**config.mk**
```make
export PLATFORM = sky130hd
export DESIGN_NAME = ex_iter_mul
export DESIGN_NICKNAME = d
export VERILOG_FILES = /design/src/rtl/ex_iter_mul_pkg.sv /design/src/rtl/ex_iter_mul_step.sv /design/src/rtl/ex_iter_mul.sv
export SDC_FILE = /design/constraint.sdc
export NUM_CORES = 1
export LEC_CHECK = 0
export CORE_MARGIN = 2
export CORE_UTILIZATION = 56
export DETAILED_ROUTE_END_ITERATION = 8
export PLACE_DENSITY = 0.81
export SLEW_MARGIN = 10
export SYNTH_ARGS = -nofsm -noshare
export SYNTH_HDL_FRONTEND = slang
export SYNTH_SLANG_ARGS = --single-unit
```
**constraint.sdc**
```tcl
create_clock -name clk_i -period 3 [get_ports clk_i]
set_input_delay 0.6 -clock clk_i [delete_from_list [all_inputs] [get_ports clk_i]]
set_output_delay 0.6 -clock clk_i [all_outputs]
set_load 0.05 [all_outputs]
```
**src/rtl/ex_iter_mul_pkg.sv**
```systemverilog
// Shared definitions for the EX-stage iterative multiplier.
// Also holds the ALU decode value that routes MUL to this unit.
package ex_iter_mul_pkg;

  localparam int unsigned XlenDefault = 32;

  // ALUCtrl value that selects the MUL path; shared with the ALU decode.
  localparam logic [3:0] ALUCTRL_MUL = 4'b0101;

  typedef enum logic [1:0] {
    StIdle = 2'd0,
    StRun  = 2'd1,
    StDone = 2'd2
  } mul_state_e;

endpackage

```
**src/rtl/ex_iter_mul_step.sv**
```systemverilog
// One iteration of the multiplier: acc + multiplicand * chunk, built as a
// shift-add of BITS_PER_CYCLE partial products so no wide multiplier is inferred.
module ex_iter_mul_step #(
  parameter int unsigned XLEN           = 32,
  parameter int unsigned BITS_PER_CYCLE = 1
) (
  input  logic [XLEN-1:0]           acc_i,
  input  logic [XLEN-1:0]           mcand_i,
  input  logic [BITS_PER_CYCLE-1:0] chunk_i,
  output logic [XLEN-1:0]           acc_next_o
);

  always_comb begin
    acc_next_o = acc_i;
    for (int unsigned i = 0; i < BITS_PER_CYCLE; i++) begin
      if (chunk_i[i]) begin
        acc_next_o = acc_next_o + (mcand_i << i);
      end
    end
  end

endmodule

```
**src/rtl/ex_iter_mul.sv**
```systemverilog
// Multi-cycle iterative multiplier beside the EX-stage ALU; returns the low
// XLEN bits of the product and stalls the pipeline through busy_o.
module ex_iter_mul
  import ex_iter_mul_pkg::*;
#(
  parameter int unsigned XLEN           = XlenDefault,
  parameter int unsigned BITS_PER_CYCLE = 1,
  parameter bit          EARLY_OUT      = 1'b1
) (
  input  logic            clk_i,
  input  logic            rst_i,
  input  logic            start_i,
  input  logic            flush_i,
  input  logic [XLEN-1:0] data0_i,
  input  logic [XLEN-1:0] data1_i,
  input  logic [4:0]      rd_addr_i,
  output logic            busy_o,
  output logic            done_o,
  output logic [XLEN-1:0] data_o,
  output logic [4:0]      rd_addr_o
);

  localparam int unsigned NumIter = XLEN / BITS_PER_CYCLE;
  localparam int unsigned CntW    = $clog2(NumIter + 1);

  mul_state_e      state_q, state_d;
  logic [XLEN-1:0] acc_q, acc_d;
  logic [XLEN-1:0] mcand_q, mcand_d;
  logic [XLEN-1:0] mplier_q, mplier_d;
  logic [4:0]      rd_q, rd_d;
  logic [CntW-1:0] count_q, count_d;
  logic [XLEN-1:0] data_q, data_d;
  logic [4:0]      rd_out_q, rd_out_d;
  logic [XLEN-1:0] acc_step;

  ex_iter_mul_step #(
    .XLEN           (XLEN),
    .BITS_PER_CYCLE (BITS_PER_CYCLE)
  ) u_step (
    .acc_i      (acc_q),
    .mcand_i    (mcand_q),
    .chunk_i    (mplier_q[BITS_PER_CYCLE-1:0]),
    .acc_next_o (acc_step)
  );

  always_comb begin
    state_d  = state_q;
    acc_d    = acc_q;
    mcand_d  = mcand_q;
    mplier_d = mplier_q;
    rd_d     = rd_q;
    count_d  = count_q;
    data_d   = data_q;
    rd_out_d = rd_out_q;

    unique case (state_q)
      StIdle: begin
        if (start_i) begin
          mcand_d  = data0_i;
          mplier_d = data1_i;
          rd_d     = rd_addr_i;
          acc_d    = '0;
          count_d  = CntW'(NumIter);
          if (EARLY_OUT && (data1_i == '0)) begin
            state_d  = StDone;
            data_d   = '0;
            rd_out_d = rd_addr_i;
          end else begin
            state_d = StRun;
          end
        end
      end
      StRun: begin
        acc_d    = acc_step;
        mcand_d  = mcand_q << BITS_PER_CYCLE;
        mplier_d = mplier_q >> BITS_PER_CYCLE;
        count_d  = count_q - CntW'(1);
        if ((count_q == CntW'(1)) || (EARLY_OUT && (mplier_d == '0))) begin
          state_d  = StDone;
          data_d   = acc_step;
          rd_out_d = rd_q;
        end
      end
      // start_i here still belongs to the completing instruction.
      StDone:  state_d = StIdle;
      default: state_d = StIdle;
    endcase

    if (flush_i) begin
      state_d  = StIdle;
      data_d   = data_q;
      rd_out_d = rd_out_q;
    end
  end

  always_ff @(posedge clk_i) begin
    if (rst_i) begin
      state_q  <= StIdle;
      acc_q    <= '0;
      mcand_q  <= '0;
      mplier_q <= '0;
      rd_q     <= '0;
      count_q  <= '0;
      data_q   <= '0;
      rd_out_q <= '0;
    end else begin
      state_q  <= state_d;
      acc_q    <= acc_d;
      mcand_q  <= mcand_d;
      mplier_q <= mplier_d;
      rd_q     <= rd_d;
      count_q  <= count_d;
      data_q   <= data_d;
      rd_out_q <= rd_out_d;
    end
  end

  assign busy_o    = (state_q == StRun) | ((state_q == StIdle) & start_i & ~flush_i);
  assign done_o    = (state_q == StDone);
  assign data_o    = data_q;
  assign rd_addr_o = rd_out_q;

endmodule

```
**Word level (Yosys, flattened, before mapping)**

Index checks and enable logic that the tools add are counted.
W data, S select, Z words.

- Flip-flop bits (word level): 146
- Bits of input ports: 73
- Output and inout bits: 39
- Logic and storage cells: 51

- Add/subtract/negate cells: 2
- Eq/ne operators: 6
- Muxes and demuxes: 21
- Bitwise gates (word level): 4
- Reduce and logical (&&, ||, !) cells: 10

Operators by type and width:

| cell | count |
|---|---|
| $pmux W32 S2 | 4 |
| $mux W32 | 7 |
| $logic_not A32 Y1 | 2 |
| $add A32 B32 Y32 | 1 |
| $mux W5 | 3 |
| $pmux W6 S2 | 1 |
| $pmux W5 S2 | 1 |
| $eq A6 B1 Y1 const B | 1 |
| $mux W2 | 3 |
| $mux W6 | 1 |
| $ne A2 B2 Y1 const B | 3 |
| $reduce_and A2 Y1 | 3 |
| $sub A6 B1 Y6 const B | 1 |
| $reduce_and A5 Y1 | 1 |
| $pmux W2 S2 | 1 |
| $and A1 B1 Y1 | 2 |
| $eq A2 B1 Y1 const B | 1 |
| $eq A2 B2 Y1 const B | 1 |
| $logic_not A2 Y1 | 1 |
| $reduce_bool A2 Y1 | 1 |
| $reduce_or A2 Y1 | 1 |
| $logic_or A1 B1 Y1 | 1 |
| $not A1 Y1 | 1 |
| $or A1 B1 Y1 | 1 |

**Depth between registers and ports, before layout**

Gate-level depths: netlist of the first run.

- Word-level depth: 4
- Mapped depth: 11
- Gate-level depth less buffers: 11

**By module**

From an unflattened synthesis of the first run, not the netlist that was laid out.

- Cells, all modules: 1204
- Area, all modules: 8829.7 um^2

By module, submodules not included:

| module | times used | cells each | area each (um^2) | sequential area each (um^2) |
|---|---|---|---|---|
| ex_iter_mul | 1 | 883 | 6597.6 | 2922.8 |
| ex_iter_mul_step | 1 | 321 | 2232.1 | 0.0 |

**Worst setup path before layout of the first run**

OpenSTA, ideal clock, no wires.

- Path type: in2out
- Start: input port start_i
- End: output port busy_o
- Arrival time: 1.887 ns
- Required time: 2.400 ns
- Path slack: 0.513 ns
- Cell stages on the path: 4
- Path buffers: 2
- Cell sequence: clkbuf_1 -> buf_1 -> a21oi_1 -> nor2_1

- Cells in the longest elaborated chain, start to end: 3

RTL lines:

| what | RTL line | source |
|---|---|---|
| from (decl) | ex_iter_mul.sv:12 | `input logic start_i,` |
| $and A1 B1 Y1 (2 in a row) | ex_iter_mul.sv:118 | `assign busy_o = (state_q == StRun) \| ((state_q == StIdle) & start_i & ~flush_i);` |
| $or A1 B1 Y1 | ex_iter_mul.sv:118 |  |
| to (decl) | ex_iter_mul.sv:17 | `output logic busy_o,` |

Every way passes these cells.

**Final worst setup path of the first run**

- Start: register acc_q[0]
- End: register data_q[28], in the netlist data_o[28]

- Cells in the longest elaborated chain, start to end: 4

RTL lines:

| what | RTL line | source |
|---|---|---|
| from (decl) | ex_iter_mul.sv:27 | `logic [XLEN-1:0] acc_q, acc_d;` |
| from (signal assigned) | ex_iter_mul.sv:99 | `acc_q <= '0;` |
| from (signal assigned) | ex_iter_mul.sv:108 | `acc_q <= acc_d;` |
| $add A32 B32 Y32 | ex_iter_mul_step.sv:17 | `acc_next_o = acc_next_o + (mcand_i << i);` |
| $mux W32 | ex_iter_mul_step.sv:16 | `if (chunk_i[i]) begin` |
| $mux W32 | ex_iter_mul.sv:78 | `if ((count_q == CntW'(1)) \|\| (EARLY_OUT && (mplier_d == '0))) begin` |
| $pmux W32 S2 | ex_iter_mul.sv:56 | `unique case (state_q)` |
| to (signal assigned) | ex_iter_mul.sv:113 | `data_q <= data_d;` |
| to (decl) | ex_iter_mul.sv:32 | `logic [XLEN-1:0] data_q, data_d;` |

Every way passes these cells. The select of a mux whose other input is x is not followed.
A chain may end at the register's enable or synchronous reset.

==> metrics, run 1 <==
Fin. Hold Viols=0; DP HPWL=15200 µm; starting density of the core=0.578; worst reg2reg path startpoint=acc_q[0]; Lkg Pwr=4.00 nW; Setup TNS Final=0 ns; syn avg cell area=7.59 µm²; WP buf/inv=0; Slew headroom=0.557; Placeable Area=0.0140 mm²; Hold Slack=0.450 ns; Commonest cells post-synth=151 x nor2_1, 146 x dfxtp_1, 140 x a21oi_1; Skew-Pair Late Insertion Delay=0.43 ns; Yosys reg bits=146; post-synth top area cell=dfxtp_1; Hold Crit Class=flip-flop to flip-flop; Syn Nets=1171; Slew @ Worst Pin=0.658 ns; Setup crit start kind=flip-flop; hold_buf cts=0; top cells by area, synth=dfxtp_1 36%, a21oi_1 8.7%, nor2_1 7.0%; Num CTS Buffers=17; Initial DRT Pass Iterations=5; Sink Count=146; outcome=complete, no violations; Diodes inserted=0; Final min period=2.80 ns; depth of the CTS H-tree=4; Fillers=1134; final worst slack=0.199 ns; PortBufs=111; first-pass GRT wire length=35500 µm; DRC Markers=0; period utilisation layout=0.934; crit path max fanout=3; sequential area share after synthesis=0.362; largest net degree at the start of global routing=60; Post-DRT Antenna Nets=0; cell row count=43; chain of cells forming the critical path=ha_1, fa_1, a21oi_1, o21ai_1, a21oi_1, nor4_2, o21ai_1, a21oi_1, nor2_1, xnor2_1, a22o_1; Post-Place Setup Slack=0.126 ns; Reg clk slew, reported paths=0.06 ns; fraction of layout cells with a size suffix above 1=0.0862; Vias per Instance=6.04; RePlAce Congestion=0.972; number of synthesized flops with an enable pin=0; Synth Flop Type=dfxtp_1; vias post-DR=8094; Pins Over Slew Limit=0; Finished Layout Cells=1340; Die Ht=124 µm; Top delay family on crit path=compound AO/OA/AOI/OAI gates; CTS tree=built; Final Skew=0.00731 ns; CTS root buf=clkbuf_16; most frequent CP cell=a21oi_1; Max VDD drop=0.387 mV; antenna violations before repair=0; Die Area=0.0154 mm²; most numerous cell in the Yosys netlist=nor2_1; number of global-route vias before repair=7294; RSZ-0062 raised after global routing=no; critical path arrival=3.12 ns; Crit. Startpoint=acc_q[0]; WS Path Type=flip-flop to flip-flop; register area=0.00292 mm²; Fmax=0.357 GHz; IO Pins=112; final setup fails=0; Syn-to-layout area delta=24.0%; clock buffer depth=2; nets=1254; WL final=22500 µm; Crit. End Element=flip-flop; critical path's slowest cell=dfxtp_1; Routed WL per cell=16.8 µm; P per Cell Area=522 mW/mm²; Initial DRC Count=605; required time of the critical path=3.32 ns; YS warnings=0; Tot Pwr=5.23 mW; gr usage total=0.295; Largest stage delay, worst path=0.37 ns; gr ovfl total=0; maxcap violations=0; post-synthesis instance area=0.00808 mm²; Post-synth ARST share=0; Yosys cell types=58; min-delay src=data_o[27]; Post-Synthesis Cells=1064; number of cells after detailed placement=1308; multi-input logic area=0.00483 mm²; die width=124 µm; Yosys top cell area share=0.362
[logic make-up after synthesis]
group                    share of synthesized area
multiplexers                                0.0362
AND/OR/NAND/NOR                              0.204
flip-flops                                   0.362
AO/OA/AOI/OAI                                0.274
XOR/XNOR                                    0.0282
adder cells (fa/ha/maj)                     0.0536
buffers and inverters                       0.0423
[path summary, 6_finish.rpt]
check               endpoint  slack, ns  depth (start not counted)
setup / recovery  data_o[28]       0.20                         11
hold / removal    data_o[27]       0.45                          2
hold reg to reg   data_o[27]       0.45                          2
setup reg to reg  data_o[28]       0.20                         11
[tightest hold or removal path: cells and delay by family (launching register included)]
| kind | cells | cell delay [ns] |
|---|---|---|
| compound gates | 1 | 0.05 |
| simple gates | 1 | 0.05 |
| flops | 1 | 0.31 |
[repair_timing]
item,CTS,global route
hold endpoints to repair,0,0
endpoints found under the setup margin,0,2
gates resized for setup,0,2
buffers inserted,0,0
[flip-flops by register name (all words and copies together) (netlist names)]
register / flops
acc_q: 32
data_o: 32
rd_q: 5
mcand_q: 32
state_q: 2
rd_addr_o: 5
mplier_q: 32
count_q: 6
[report_power, final]
group,switching [mW],total (mW),internal [mW]
logic,0.420,0.727,0.307
clock network,0.882,2.39,1.51
registers,0.0768,2.11,2.04
[layout make-up]
| cell class | instances | area share |
|---|---|---|
| clock buffer | 18 | 0.0438 |
| clock inverter | 14 | 0.0225 |
| inverter | 19 | 0.00712 |
| multi-input combinational | 828 | 0.482 |
| sequential | 146 | 0.292 |
| tap | 180 | 0.0225 |
| timing repair buffer | 135 | 0.130 |
[cells in the final DEF (no fill, tap or decap), types with 4 or more instances in the layout]
cell type	instances
a211oi_1	9
o21bai_1	4
buf_4	24
nand2_1	122
ha_1	33
and2_1	6
clkdlybuf4s50_1	107
a31oi_1	5
nand2b_1	4
a21o_1	11
o21ai_0	101
a21oi_1	139
mux2i_1	27
clkbuf_16	17
dfxtp_1	145
nand4_1	10
nor3_1	12
bufinv_16	5
nor4_1	17
a221oi_1	6
nor2_1	150
nor2b_1	22
inv_1	18
nand3_1	15
o21ai_1	23
a22oi_1	17
xor2_1	10
xnor2_1	16
o221a_2	18
[layer usage]
| layer | part of all wire | global-route usage | vias to the layer above | wire length [µm] |
|---|---|---|---|---|
| li1 | - | - | 3955 | - |
| met1 | 0.44 | 0.380 | 3800 | 9830 |
| met2 | 0.49 | 0.496 | 294 | 11000 |
| met3 | 0.056 | 0.0609 | 45 | 1270 |
| met4 | 0.019 | 0.0962 | 0 | 437 |
| met5 | 0 | 0 | - | 0 |
[through the flow]
| step | utilization | instance area (µm²) |
|---|---|---|
| 2_1_floorplan | - | 8080 |
| 3_3_place_gp | 0.668 | 9350 |
| 3_5_place_dp | 0.668 | 9350 |
| 4_1_cts | 0.716 | 10000 |
| 5_1_grt | 0.716 | 10000 |
| 6_report | 0.716 | 10000 |
No activity file was read; power rests on OpenSTA's default activity.
==> run 2: changes to the inputs <==
==> constraint.sdc (replaced) <==
create_clock -name clk_i -period 3 [get_ports clk_i]
set_input_delay 0.45 -clock clk_i [delete_from_list [all_inputs] [get_ports clk_i]]
set_output_delay 0.45 -clock clk_i [all_outputs]
set_load 0.05 [all_outputs]
==> run 2 against run 1 <==
  * Sequential cell count did not move
  * Via count down 0.17%
  * Total power decreased by 4.5%
  * Die area unchanged
  * Setup slack worse by 0.020 ns
  * Clock skew about the same
==> metrics, run 2 (synthesized netlist as in run 1, its figures left out) <==
outcome=complete, no violations; Final min period=2.82 ns (+0.0197 ns); fraction of layout cells with a size suffix above 1=0.0777 (-0.00849); Sink Count=146 (unchanged); Post-DRT Antenna Nets=0 (unchanged); most frequent cells in the layout=150 x nor2_1, 145 x dfxtp_1, 140 x a21oi_1; Skew-Pair Late Insertion Delay=0.43 ns (about the same); Setup crit start kind=flip-flop; register area=0.00292 mm² (unchanged); gr usage total=0.302 (+0.00693); Die Ht=124 µm (unchanged); required time of the critical path=3.31 ns (about the same); hold_buf cts=0 (unchanged); Max VDD drop=0.410 mV (+6.2%); first-pass GRT wire length=36700 µm (+3.4%); cell row count=43 (unchanged); number of global-route vias before repair=7649 (+4.9%); Fin. Hold Viols=0 (unchanged); Hold Crit Class=flip-flop to flip-flop; Crit. End Element=flip-flop; critical path arrival=3.13 ns (about the same); CTS root buf=clkbuf_16; RePlAce Congestion=0.945 (-2.7%); GR peak layer=met2; period utilisation layout=0.940 (+0.00655); WS Path Type=flip-flop to flip-flop; Routed WL per cell=16.9 µm (+0.36%); Reg clk slew, reported paths=0.06 ns (about the same); met2 GRT Util=0.501 (+0.00546); most common cell after layout, fill and taps aside=nor2_1; multi-input logic area=0.00483 mm² (-0.10%); gr ovfl total=0 (unchanged); Lkg Pwr=3.95 nW (-1.2%); crit path max fanout=3 (unchanged); final setup fails=0 (unchanged); vias post-DR=8080 (-0.17%); maxcap violations=0 (unchanged); Hold Slack=0.453 ns (+0.00316 ns); IO Pins=112 (unchanged); Pins Over Slew Limit=0 (unchanged); met3 Use GR=0.0650 (+0.00412); Syn-to-layout area delta=22.9%; antenna violations before repair=0 (unchanged); RSZ-0062 raised after global routing=no; met1 usage=0.382 (+0.00283); Initial DRC Count=663 (+9.6%); DRC Markers=0 (unchanged); number of cells after detailed placement=1306 (-0.15%); clock buffer depth=2 (unchanged); Initial DRT Pass Iterations=5 (unchanged); CTS tree=built; largest net degree at the start of global routing=69 (+15%); die width=124 µm (unchanged); Slew @ Worst Pin=0.776 ns (+0.119 ns); Tot Pwr=5.00 mW (-4.5%); Slew headroom=0.482 (-0.0750); Vias per Instance=6.04 (about the same); Final Skew=0.00723 ns (-0.0000743 ns); Fillers=1148 (+1.2%); starting density of the core=0.578 (unchanged); Num CTS Buffers=17 (unchanged); Finished Layout Cells=1338 (-0.15%); Fmax=0.355 GHz (-0.70%); Diodes inserted=0 (unchanged); depth of the CTS H-tree=4 (unchanged); DP HPWL=15200 µm (-0.17%); nets=1252 (-0.16%); Placeable Area=0.0140 mm² (unchanged); Die Area=0.0154 mm² (unchanged); P per Cell Area=503 mW/mm² (-3.6%); PortBufs=111 (unchanged); WL final=22600 µm (+0.21%); Setup TNS Final=0 ns (unchanged); Post-CTS Setup Repair Bufs=0 (unchanged)
[run 2: changes by cell type in the layout (fill, tap and decap cells not counted), moves of 2 or more]
cell	change
clkbuf_1	+6
buf_4	-3
bufinv_16	-2
inv_6	-2
[run 2: power breakdown]
part / leakage [nW] / switching [mW] / total, mW / internal [mW]
clock: 0.279 / 0.827 / 2.16 / 1.33
combinational: 2.48 / 0.420 / 0.726 / 0.306
sequential: 1.20 / 0.0761 / 2.11 / 2.04
total: 3.95 / 1.32 / 5.00 / 3.68
[run 2: per-layer routing]
layer,wire (µm),part of all wire
met4,589,0.026
met3,1430,0.063
met1,9760,0.43
met2,10800,0.48
met5,0,0
[run 2: path summary, 6_finish.rpt]
check                           depth (start not counted)    endpoint  slack, ns        from
worst min register to register                          2  data_o[21]       0.45  data_o[21]
worst max register to register                         11  data_o[28]       0.18    acc_q[0]
worst max-delay path                                   11  data_o[28]       0.18    acc_q[0]
worst min-delay path                                    2  data_o[21]       0.45  data_o[21]
[run 2: stage by stage]
stage	area, µm²	utilization	setup WS [ns]
2_1_floorplan	8080	-	0.605
3_3_place_gp	9330	0.667	0.277
3_5_place_dp	9330	0.667	0.252
4_1_cts	9920	0.709	0.239
5_1_grt	9930	0.710	0.0135
6_report	9930	0.710	0.179
[run 2: worst max-delay path, stage by stage, from the launching register on]
cell	delay, ns
dfxtp_1	0.35
ha_1	0.24
fa_1	0.25
a21oi_1	0.10
o21ai_1	0.35
a21oi_1	0.16
nor4_1	0.43
o21ai_1	0.17
a21oi_1	0.24
nor2_1	0.09
xnor2_1	0.13
a22o_1	0.19
[run 2: cell type report]
cell class | instances | area share
clock buffers | 24 | 0.0465
clock inverters | 8 | 0.0129
inverters | 19 | 0.00718
multi-input cells | 828 | 0.486
flip-flops and latches | 146 | 0.295
well taps | 180 | 0.0227
repair buffers | 133 | 0.130
[run 2: what timing repair did]
action                     4_1_cts  5_1_grt
setup endpoints to repair        0        1
hold endpoints to repair         0        0
resized for setup                0        1
==> run 3: changes to the inputs <==
==> constraint.sdc (replaced) <==
create_clock -name clk_i -period 2.6 [get_ports clk_i]
set_input_delay 0.39 -clock clk_i [delete_from_list [all_inputs] [get_ports clk_i]]
set_output_delay 0.39 -clock clk_i [all_outputs]
set_load 0.05 [all_outputs]
==> run 3 against run 2 <==
  * Sequential power increased by 16%
  * Setup slack got worse by 0.14 ns
  * Critical path depth unchanged
  * Cell count increased by 3.8%
  * Global-route usage increased by 1.4 points
  * Clock power increased by 23%
  * Register-to-register slack got worse by 0.14 ns
  * Die area unchanged
  * Non-clock buffer count increased by 51
  * Total power increased by 20%
  * Clock skew about the same
  * Critical path type unchanged
  * Critical endpoint is now data_o[17]
  * Largest cell class unchanged
==> metrics, run 3 (synthesized netlist as in run 1, its figures left out) <==
Skew-Pair Late Insertion Delay=0.44 ns (about the same); antenna violations before repair=0 (unchanged); routed length on met1=9880 µm (+1.2%); final setup fails=0 (unchanged); Sink Count=146 (unchanged); die width=124 µm (unchanged); fraction of layout cells with a size suffix above 1=0.158 (+0.0803); hold_buf cts=0 (unchanged); gr ovfl total=0 (unchanged); Die Ht=124 µm (unchanged); maxcap violations=0 (unchanged); Tot Pwr=6.01 mW (+20%); outcome=complete, no violations; Post-DRT Antenna Nets=0 (unchanged); clock buffer depth=2 (unchanged); Routed WL per cell=17.2 µm (+2.2%); wire length on met2=11600 µm (+8.0%); Diodes inserted=0 (unchanged); vias post-DR=8523 (+5.5%); critical path arrival=2.87 ns (-0.26 ns); most frequent cells in the layout=149 x nor2_1, 135 x dfxtp_1, 133 x a21oi_1; Hold Slack=0.383 ns (-0.0700 ns); Num CTS Buffers=17 (unchanged); period utilisation layout=0.983 (+0.0431); Slew headroom=0.550 (+0.0681); Die Area=0.0154 mm² (unchanged); largest net degree at the start of global routing=60 (-13%); cell row count=43 (unchanged); Hold Crit Class=input pin to flip-flop; Crit. End Element=flip-flop; P per Cell Area=567 mW/mm² (+13%); Setup crit start kind=flip-flop; Vias per Instance=6.14 (+1.6%); first-pass GRT wire length=38400 µm (+4.4%); DP HPWL=16100 µm (+6.1%); RSZ-0062 raised after global routing=yes; number of global-route vias before repair=8181 (+7.0%); RePlAce Congestion=0.985 (+4.2%); depth of the CTS H-tree=4 (unchanged); WL final=23900 µm (+6.1%); starting density of the core=0.578 (unchanged); Lkg Pwr=4.23 nW (+7.1%); DR top layer=met4; required time of the critical path=2.91 ns (-0.40 ns); Initial DRC Count=854 (+29%); Reg clk slew, reported paths=0.06 ns (about the same); Initial DRT Pass Iterations=5 (unchanged); Slew @ Worst Pin=0.670 ns (-0.107 ns); Final Skew=0.00732 ns (+0.0000828 ns); Syn-to-layout area delta=31.1%; Fmax=0.391 GHz (+10%); Pins Over Slew Limit=0 (unchanged); CTS root buf=clkbuf_16; WS Path Type=flip-flop to flip-flop; Placeable Area=0.0140 mm² (unchanged); Fin. Hold Viols=0 (unchanged); Final min period=2.56 ns (-0.264 ns); Max VDD drop=0.489 mV (+19%); crit path max fanout=3 (unchanged); gr usage total=0.316 (+0.0139); PortBufs=111 (unchanged); IO Pins=112 (unchanged); most common cell after layout, fill and taps aside=nor2_1; DRC Markers=0 (unchanged); nets=1303 (+4.1%); WL met3=1720 µm (+21%); CTS tree=built
run 3: cell types whose count changed in the layout (fill, tap and decap cells not counted), sizes merged:
cell,delta
buf,+52
bufinv,+1
clkbuf,-4
clkdlybuf4s50,-1
clkinv,+1
clkinvlp,+1
inv,+1
run 3: per-layer routing:
metal / vias up / GRT usage
li1: 4065 / -
met1: 4001 / 0.396
met2: 393 / 0.531
met3: 64 / 0.0664
met4: 0 / 0.127
met5: - / 0
run 3: final cells by class:
type	count	area [µm²]
well taps	180	225
clock inverters	12	179
multi-input cells	828	5050
fillers	1047	3400
clock buffers	20	457
repair buffers	184	1670
flip-flops and latches	146	2940
inverters	19	71.3
run 3: per-stage QoR:
stage / cells / TNS (ns) / util / worst slack, ns / area (µm²)
finish: 1389 / 0 / 0.757 / 0.0436 / 10600
global route: 1389 / -0.247 / 0.757 / -0.0511 / 10600
CTS: 1385 / 0 / 0.741 / 0.00250 / 10400
detailed placement: 1352 / -1.58 / 0.692 / -0.0923 / 9680
global placement: 1352 / 0 / 0.692 / 0.00260 / 9680
floorplan: 1064 / 0 / - / 0.205 / 8080
run 3: worst max-delay path: stages, from the launching register on:
cell and delay, ns:
dfxtp_4 0.36, ha_4 0.25, a211oi_4 0.27, o211ai_2 0.15
a31o_1 0.26, o31a_1 0.32, buf_4 0.18, a21oi_2 0.18
xnor2_2 0.10, mux2i_1 0.14, o21ai_1 0.07, nor2b_2 0.15
run 3: worst paths after layout:
path	startpoint	endpoint	slack, ns	cells after the start
worst min-delay path	start_i	mplier_q[0]	0.38	4
worst max register to register	acc_q[1]	data_o[17]	0.04	11
worst max-delay path	acc_q[1]	data_o[17]	0.04	11
worst min register to register	data_o[27]	data_o[27]	0.45	2
run 3: timing repair:
action                                 in CTS  in global routing
endpoints found under the hold margin       0                  0
gates resized for setup                    11                 43
setup buffers                               1                  4
setup endpoints to repair                  11                 25
pin swaps                                   6                 20
run 3: where the power goes:
| part | internal, mW | total [mW] | switching (mW) |
|---|---|---|---|
| Sequential | 2.35 | 2.44 | 0.0948 |
| Combinational | 0.407 | 0.918 | 0.512 |
| Clock | 1.66 | 2.65 | 0.987 |
| Total | 4.42 | 6.01 | 1.59 |
